$ cat src/rtl/ip_cdc_arb.sv
// Round-robin arbiter that feeds several requesters into one handshake CDC
// channel. Each launch is a single-cycle pulse, followed by an enforced quiet
// period so that the channel can finish its lock/release round trip.
module ip_cdc_arb #(
    parameter int unsigned NUM_REQ     = 4,
    parameter int unsigned DATAWIDTH   = 32,
    parameter int unsigned HOLD_CYCLES = 16
) (
    input  logic                           clock,
    input  logic                           reset,
    input  logic                           enable,
    input  logic [NUM_REQ-1:0]             reqValid,
    input  logic [NUM_REQ*DATAWIDTH-1:0]   reqData,
    output logic [NUM_REQ-1:0]             reqReady,
    output logic                           cdcValid,
    output logic [DATAWIDTH-1:0]           cdcData,
    output logic                           busy,
    output logic [$clog2(NUM_REQ)-1:0]     grantId
);

    localparam int unsigned ID_W  = $clog2(NUM_REQ);
    localparam int unsigned CNT_W = $clog2(HOLD_CYCLES + 1);

    typedef enum logic [1:0] {
        IDLE  = 2'd0,
        ISSUE = 2'd1,
        WAIT  = 2'd2
    } state_t;

    state_t            state;
    state_t            state_next;
    logic [CNT_W-1:0]  cnt;
    logic [CNT_W-1:0]  cnt_next;
    logic [ID_W-1:0]   ptr;
    logic [ID_W-1:0]   ptr_next;
    logic [ID_W-1:0]   win_id;
    logic              win_found;
    logic [31:0]       rr_cand;
    logic              launch;

    // Round-robin search: first valid requester at or after the pointer, wrapping.
    always_comb begin
        win_found = 1'b0;
        win_id    = '0;
        rr_cand   = '0;
        for (int unsigned i = 0; i < NUM_REQ; i++) begin
            rr_cand = 32'(ptr) + 32'(i);
            if (rr_cand >= 32'(NUM_REQ)) begin
                rr_cand = rr_cand - 32'(NUM_REQ);
            end
            if (!win_found && reqValid[rr_cand[ID_W-1:0]]) begin
                win_found = 1'b1;
                win_id    = rr_cand[ID_W-1:0];
            end
        end
    end

    assign launch = (state == IDLE) && enable && win_found;

    // Pointer moves just past the winner.
    always_comb begin
        ptr_next = ptr;
        if (launch) begin
            if (win_id == ID_W'(NUM_REQ - 1)) begin
                ptr_next = '0;
            end else begin
                ptr_next = win_id + ID_W'(1);
            end
        end
    end

    // Next-state and hold-counter logic.
    always_comb begin
        state_next = state;
        cnt_next   = cnt;
        unique case (state)
            IDLE: begin
                if (launch) begin
                    state_next = ISSUE;
                end
            end
            ISSUE: begin
                state_next = WAIT;
                cnt_next   = CNT_W'(HOLD_CYCLES - 1);
            end
            WAIT: begin
                if (cnt == '0) begin
                    state_next = IDLE;
                end else begin
                    cnt_next = cnt - CNT_W'(1);
                end
            end
            default: begin
                state_next = IDLE;
                cnt_next   = '0;
            end
        endcase
    end

    // State, counter and round-robin pointer registers.
    always_ff @(posedge clock or negedge reset) begin
        if (!reset) begin
            state <= IDLE;
            cnt   <= '0;
            ptr   <= '0;
        end else begin
            state <= state_next;
            cnt   <= cnt_next;
            ptr   <= ptr_next;
        end
    end

    // Registered outputs; launch pulse and ready pulse line up with ISSUE.
    always_ff @(posedge clock or negedge reset) begin
        if (!reset) begin
            cdcValid <= 1'b0;
            reqReady <= '0;
            busy     <= 1'b0;
            grantId  <= '0;
            cdcData  <= '0;
        end else begin
            cdcValid <= launch;
            reqReady <= launch ? (NUM_REQ'(1) << win_id) : '0;
            busy     <= (state_next != IDLE);
            if (launch) begin
                grantId <= win_id;
                cdcData <= reqData[32'(win_id) * DATAWIDTH +: DATAWIDTH];
            end
        end
    end

endmodule

$ cat config.mk
export PLATFORM = sky130hd
export DESIGN_NAME = ip_cdc_arb
export DESIGN_NICKNAME = d
export VERILOG_FILES = /design/src/rtl/ip_cdc_arb.sv
export SDC_FILE = /design/constraint.sdc
export NUM_CORES = 1
export LEC_CHECK = 0
export ABC_CLOCK_PERIOD_IN_PS = 2800
export CAP_MARGIN = 20
export CORE_MARGIN = 5
export CORE_UTILIZATION = 40
export CTS_CLUSTER_DIAMETER = 150
export DETAILED_ROUTE_END_ITERATION = 8
export HOLD_SLACK_MARGIN = 0.06
export PLACE_DENSITY = 0.81
export SLEW_MARGIN = 10
export SYNTH_ARGS = -nofsm -noshare
export SYNTH_HDL_FRONTEND = slang
export SYNTH_SLANG_ARGS = --single-unit
$ cat constraint.sdc
create_clock -name clock -period 2.8 [get_ports clock]
set_clock_uncertainty 0.1 [all_clocks]
set_input_delay 0.28 -clock clock [delete_from_list [all_inputs] [get_ports clock]]
set_output_delay 0.28 -clock clock [all_outputs]
set_load 0.005 [all_outputs]
Word level (Yosys, flattened, before mapping)
Cells that the tools add are included.
{"block": "word_totals", "register_bits": 49, "word_cells": 71}
{"block": "op_classes", "bitwise": 1, "mux": 27, "n_eq_ne": 4, "n_reduce_logical": 12, "addsub": 9, "magnitude_cmp": 8, "shift": 2}
{"op": "indexed part select 128 x 8 -> 32 bit", "n": 1}
{"op": "2-to-1 mux 2 bit", "n": 11}
{"op": "case mux 5 bit (3 select lines)", "n": 1}
{"op": "less-than comparator 2 x 3 -> 1 bit, second input constant", "n": 4}
{"op": "greater-or-equal comparator 3 bit, second input constant", "n": 3}
{"op": "binary-select mux 1 bit (select 2 bit)", "n": 4}
{"op": "2-to-1 mux 1 bit", "n": 8}
{"op": "subtractor 2 x 1 -> 2 bit, second input constant", "n": 4}
{"op": "adder 2 x 2 -> 3 bit, second input constant", "n": 2}
{"op": "case mux 2 bit (3 select lines)", "n": 1}
{"op": "logical AND 1 bit", "n": 5}
{"op": "logical NOT 5 bit", "n": 1}
{"op": "2-to-1 mux 5 bit", "n": 1}
{"op": "subtractor 5 x 1 -> 5 bit, second input constant", "n": 1}
{"op": "== test 2 bit, second input constant", "n": 2}
{"op": "2-to-1 mux 4 bit", "n": 1}
{"op": "<< shifter 1 x 2 -> 4 bit, first input constant", "n": 1}
{"op": "adder 2 x 1 -> 3 bit, second input constant", "n": 1}
{"op": "greater-or-equal comparator 2 x 3 -> 1 bit, second input constant", "n": 1}
{"op": "logical NOT 1 bit", "n": 3}
{"op": "adder 2 x 1 -> 2 bit, second input constant", "n": 1}
{"op": "== test 2 x 1 -> 1 bit, second input constant", "n": 1}
{"op": "logical NOT 2 bit", "n": 1}
{"op": "!= test 2 bit, second input constant", "n": 1}
{"op": "other kinds (3)", "n": 3}

Logic depth before layout (Yosys ltp)
{"block": "logic_depth", "word_depth": 18, "mapped_depth": 8, "depth_no_buf": 7}

Worst setup path before layout
Ideal clock, no wire load.
{"block": "synth_timing", "path_kind": "flip-flop to flip-flop", "start": "register ptr[1]", "end": "register cdcData[0]", "setup_ns": 0.134, "slack_ns": 0.865, "t_required_ns": 2.566, "path_stages_with_launch": 9, "t_arrival_ns": 1.702, "path_buffers": 2, "path_cell_list": "dfrtp_1 mux2_1 nand2_1 and3_4 inv_4 buf_8 buf_6 a221oi_2 a211oi_2"}
{"block": "synth_between", "elab_chain_cells": 15, "elab_cells_between_ends": 39}
{"element": "start: declaration", "line": "34", "source": "logic [ID_W-1:0] ptr;"}
{"element": "start signal: assignment", "line": "109", "source": "ptr <= ptr_next;"}
{"element": "parallel branches: the longest is 13 deep, another holds adder 2 x 1 -> 3 bit"}
{"element": "2-to-1 mux 2 bit *", "line": "51", "source": "if (!win_found && reqValid[rr_cand[ID_W-1:0]]) begin"}
{"element": "named net win_id[0]", "line": "36", "source": "logic [ID_W-1:0] win_id;"}
{"element": "indexed part select 128 x 8 -> 32 bit *", "line": "127", "source": "cdcData <= reqData[32'(win_id) * DATAWIDTH +: DATAWIDTH];"}
{"element": "end signal: assignment", "line": "127"}
{"element": "end: declaration", "line": "16", "source": "output logic [DATAWIDTH-1:0] cdcData,"}
Mark *: on every way through the listed nets, which the timed path passes. The select of a mux whose other input is x is not followed.
A chain may end at the register's enable or synchronous reset.

Final worst setup path
{"block": "layout_timing", "start": "register state[1]", "end": "register cdcData[16]"}
{"block": "layout_between", "elab_chain_cells": 3}
{"element": "start: declaration", "line": "30", "source": "state_t state;"}
{"element": "start signal: assignment", "line": "107", "source": "state <= state_next;"}
{"element": "logical NOT 2 bit", "line": "58", "source": "assign launch = (state == IDLE) && enable && win_found;"}
{"element": "logical AND 1 bit (2 in series)", "line": "58"}
Every way passes these cells.

==> impl_metrics.tcl <==
set metrics [dict create \
    drive_gt1_share_pct 13.5 \
    io_pins 175 \
    critPathKind "reg2reg" \
    hold_viol 0 \
    dr.max_layer_used "met4" \
    postLayoutCoreUtil_pct 64.5 \
    rr_startpoint "state[1]$_DFF_PN0_" \
    cts.sinks 49 \
    max_slew_margin_pct 66.1 \
    syn-cell-area_um2 3310 \
    grt_setup_unrepaired "false" \
    fmax_mhz 439 \
    synth_edf_count 0 \
    clk_latency_ns 0.30 \
    cts.path.max_buffers 2 \
    wl_met2_um 5500 \
    grt_first_pass_wirelength_um 16400 \
    placementRows 33 \
    slowest_stage "dfrtp_1" \
    syn_nets 459 \
    preCtsSetupSlack_ns 0.00724 \
    power.total_mw 4.00 \
    stdcell_count 586 \
    ys_seq_elements 49 \
    required_ns 2.88 \
    htree_levels 2 \
    start_kind "flop" \
    io_buffers 174 \
    hpwl_um 7730 \
    syn_area_per_cell_um2 10.6 \
    antennaDiodeCount 0 \
    cp_data_arrival_time_ns 2.36 \
    p_per_area_nw_per_um2 763 \
    worstPathMaxFanout 24 \
    ff2ff_setup_slack_ns 0.52 \
    yosys_most_used_dff "dfrtp_1" \
    tightest_slew_ns 0.508 \
    yosysWarnings 0 \
    cp_cell_sequence "inv_1, ha_1, nand3_2, inv_2, o221ai_4, buf_16, a221oi_1, a211oi_2" \
    synth_seq_area_share_pct 37.0 \
    fin_crit_ns 2.28 \
    reg2regPathDepth 8 \
    synth_cells 314 \
    track_usage_pct 19.9 \
    start_util_pct 40.7 \
    setup_tns_ns 0 \
    gp_congestion 0.785 \
    yosysTopAreaCell "dfrtp_1" \
    status "finished, final reports clean" \
    setup_violations 0 \
    min_period_over_period_pct 81.3 \
    cap_violations 0 \
    nets 625 \
    crit_path_start "state[1]$_DFF_PN0_" \
    leakage_nw 2.11 \
    num_vias 3115 \
    crit_end "cdcData[16]$_DFFE_PN0P_" \
    ctsResizeCount 0 \
    drtAntennaViolNets 0 \
    die_h_um 101 \
    dp.cells 575 \
    synth_top_area_share_pct 37.0 \
    overflow 0 \
    grt_max_degree 41 \
    max-vdd-ir-drop_mv 0.359 \
    finalWorstSetupSlack_ns 0.524 \
    root_buffer "clkbuf_8" \
    rr_endpoint "cdcData[16]$_DFFE_PN0P_" \
    core_area_um2 8130 \
    critPathMaxStageDelay_ns 0.44 \
    initialDrtViolationCount 84 \
    die_w_um 101 \
    routedWlPerCell_um 17.7 \
    tritoncts "done" \
    grt_pass1_vias 3327 \
    clkTransAtPathRegs_ns 0.10 \
    drtPass1Iterations 4 \
    wl_met1_um 4110 \
    antenna_found_initial 0 \
    synthToLayoutAreaGrowth_pct 58.3 \
    synth_async_sr_flop_share_pct 100 \
    wl_met3_um 631 \
    slew_violations 0 \
    hp-class "in2async" \
    synth_area_leaders "dfrtp_1 (37%), a211oi_2 (11%), mux2i_1 (9.7%)" \
    synth.distinct_cells 40 \
    die_area_um2 10200 \
    wirelength_um 10400 \
    crit_path_end_kind "flop" \
    cts_made_buffers 5 \
    via_per_inst 5.32 \
    drcViolationCount 0 \
]
layout by cell type, fill, tap and decap left out, types with 2 or more instances in the layout:
cell / instances
o21ai_0: 8
buf_16: 2
a211oi_1: 3
dfrtp_1: 49
inv_1: 7
a221oi_2: 10
clkinvlp_4: 3
o21a_1: 2
nand2_1: 14
nor2_1: 38
a211oi_2: 29
ha_1: 10
buf_12: 3
and2_1: 36
a221oi_1: 22
clkdlybuf4s50_1: 173
clkbuf_8: 5
a21o_1: 2
a21oi_1: 7
buf_4: 3
mux2i_1: 32
kinds of logic (layout without fill, tap and decap cells):
logic type	after synthesis	after routing	synth area share [%]
AOI/OAI and AO/OA	89	89	27.2
buffers and inverters	33	200	6.65
adders and majority gates	10	10	3.78
muxes	33	33	10.0
and+or+nand+nor	100	100	15.4
DFF	49	49	37.0
layout make-up:
type                       instances  area [um2]
inverter                           9        36.3
timing repair buffer             183        1880
multi-input combinational        232        1880
sequential                        49        1230
tap                              105         131
clock buffer                       5        68.8
clock inverter                     3        22.5
fill                             627        2890
where the power goes:
group          switching, mW  internal, mW  leakage [nW]
clock                  0.251         0.176        0.0364
combinational           1.11          1.25          1.50
sequential             0.196          1.02         0.573
layer usage:
layer | GRT usage (%) | vias up
met2 | 36.4 | 101
met4 | 4.70 | 0
met5 | 0 | -
met1 | 23.3 | 1518
li1 | - | 1487
met3 | 4.71 | 9
synthesized netlist by cell type (5+ instances only):
master and instances:
inv_1 7, ha_1 10, buf_2 6, nand2_1 14
and2_1 37, a211oi_2 29, clkbuf_1 8, a221oi_1 22
nor2_1 39, a221oi_2 10, a21oi_1 7, dfrtp_1 49
buf_4 5, o21ai_0 8, mux2i_1 32
per-stage QoR:
| step | instance area [um2] | hold slack, ns |
|---|---|---|
| finish | 5250 | 0.342 |
| global route | 5250 | 0.367 |
| CTS | 5190 | 0.360 |
| detailed placement | 5090 | 0.148 |
| global placement | 5090 | 0.141 |
| floorplan | 3310 | -0.116 |
critical path, delay by kind of cell, from the launching register on:
kind / cells / cell delay, ns
AOI/OAI and AO/OA: 3 / 0.59
DFF: 1 / 0.44
adders and majority gates: 1 / 0.29
and+or+nand+nor: 1 / 0.24
buffers and inverters: 3 / 0.48
registers in the layout, summed over array words and instances, names as in the netlist:
name      count
busy          1
cdcData      32
cdcValid      1
cnt           5
grantId       2
ptr           2
reqReady      4
state         2
repair_timing:
action                                 CTS  global route
hold buffers                             1             0
setup buffers                            0             0
endpoints found under the hold margin   18             0
worst min-delay path by stage:
stage	startpoint	to	slack [ns]	cells after the start
6_report	reset	cdcData[7]$_DFFE_PN0P_	0.34	2
5_1_grt	reset	cdcData[7]$_DFFE_PN0P_	0.37	2
4_1_cts	reset	cdcData[7]$_DFFE_PN0P_	0.36	2
3_5_place_dp	reset	cdcData[7]$_DFFE_PN0P_	0.15	1
3_3_place_gp	reset	cdcData[7]$_DFFE_PN0P_	0.14	1
2_1_floorplan	reset	busy$_DFF_PN0_	-0.12	0
(Power assumes the default switching activity.)
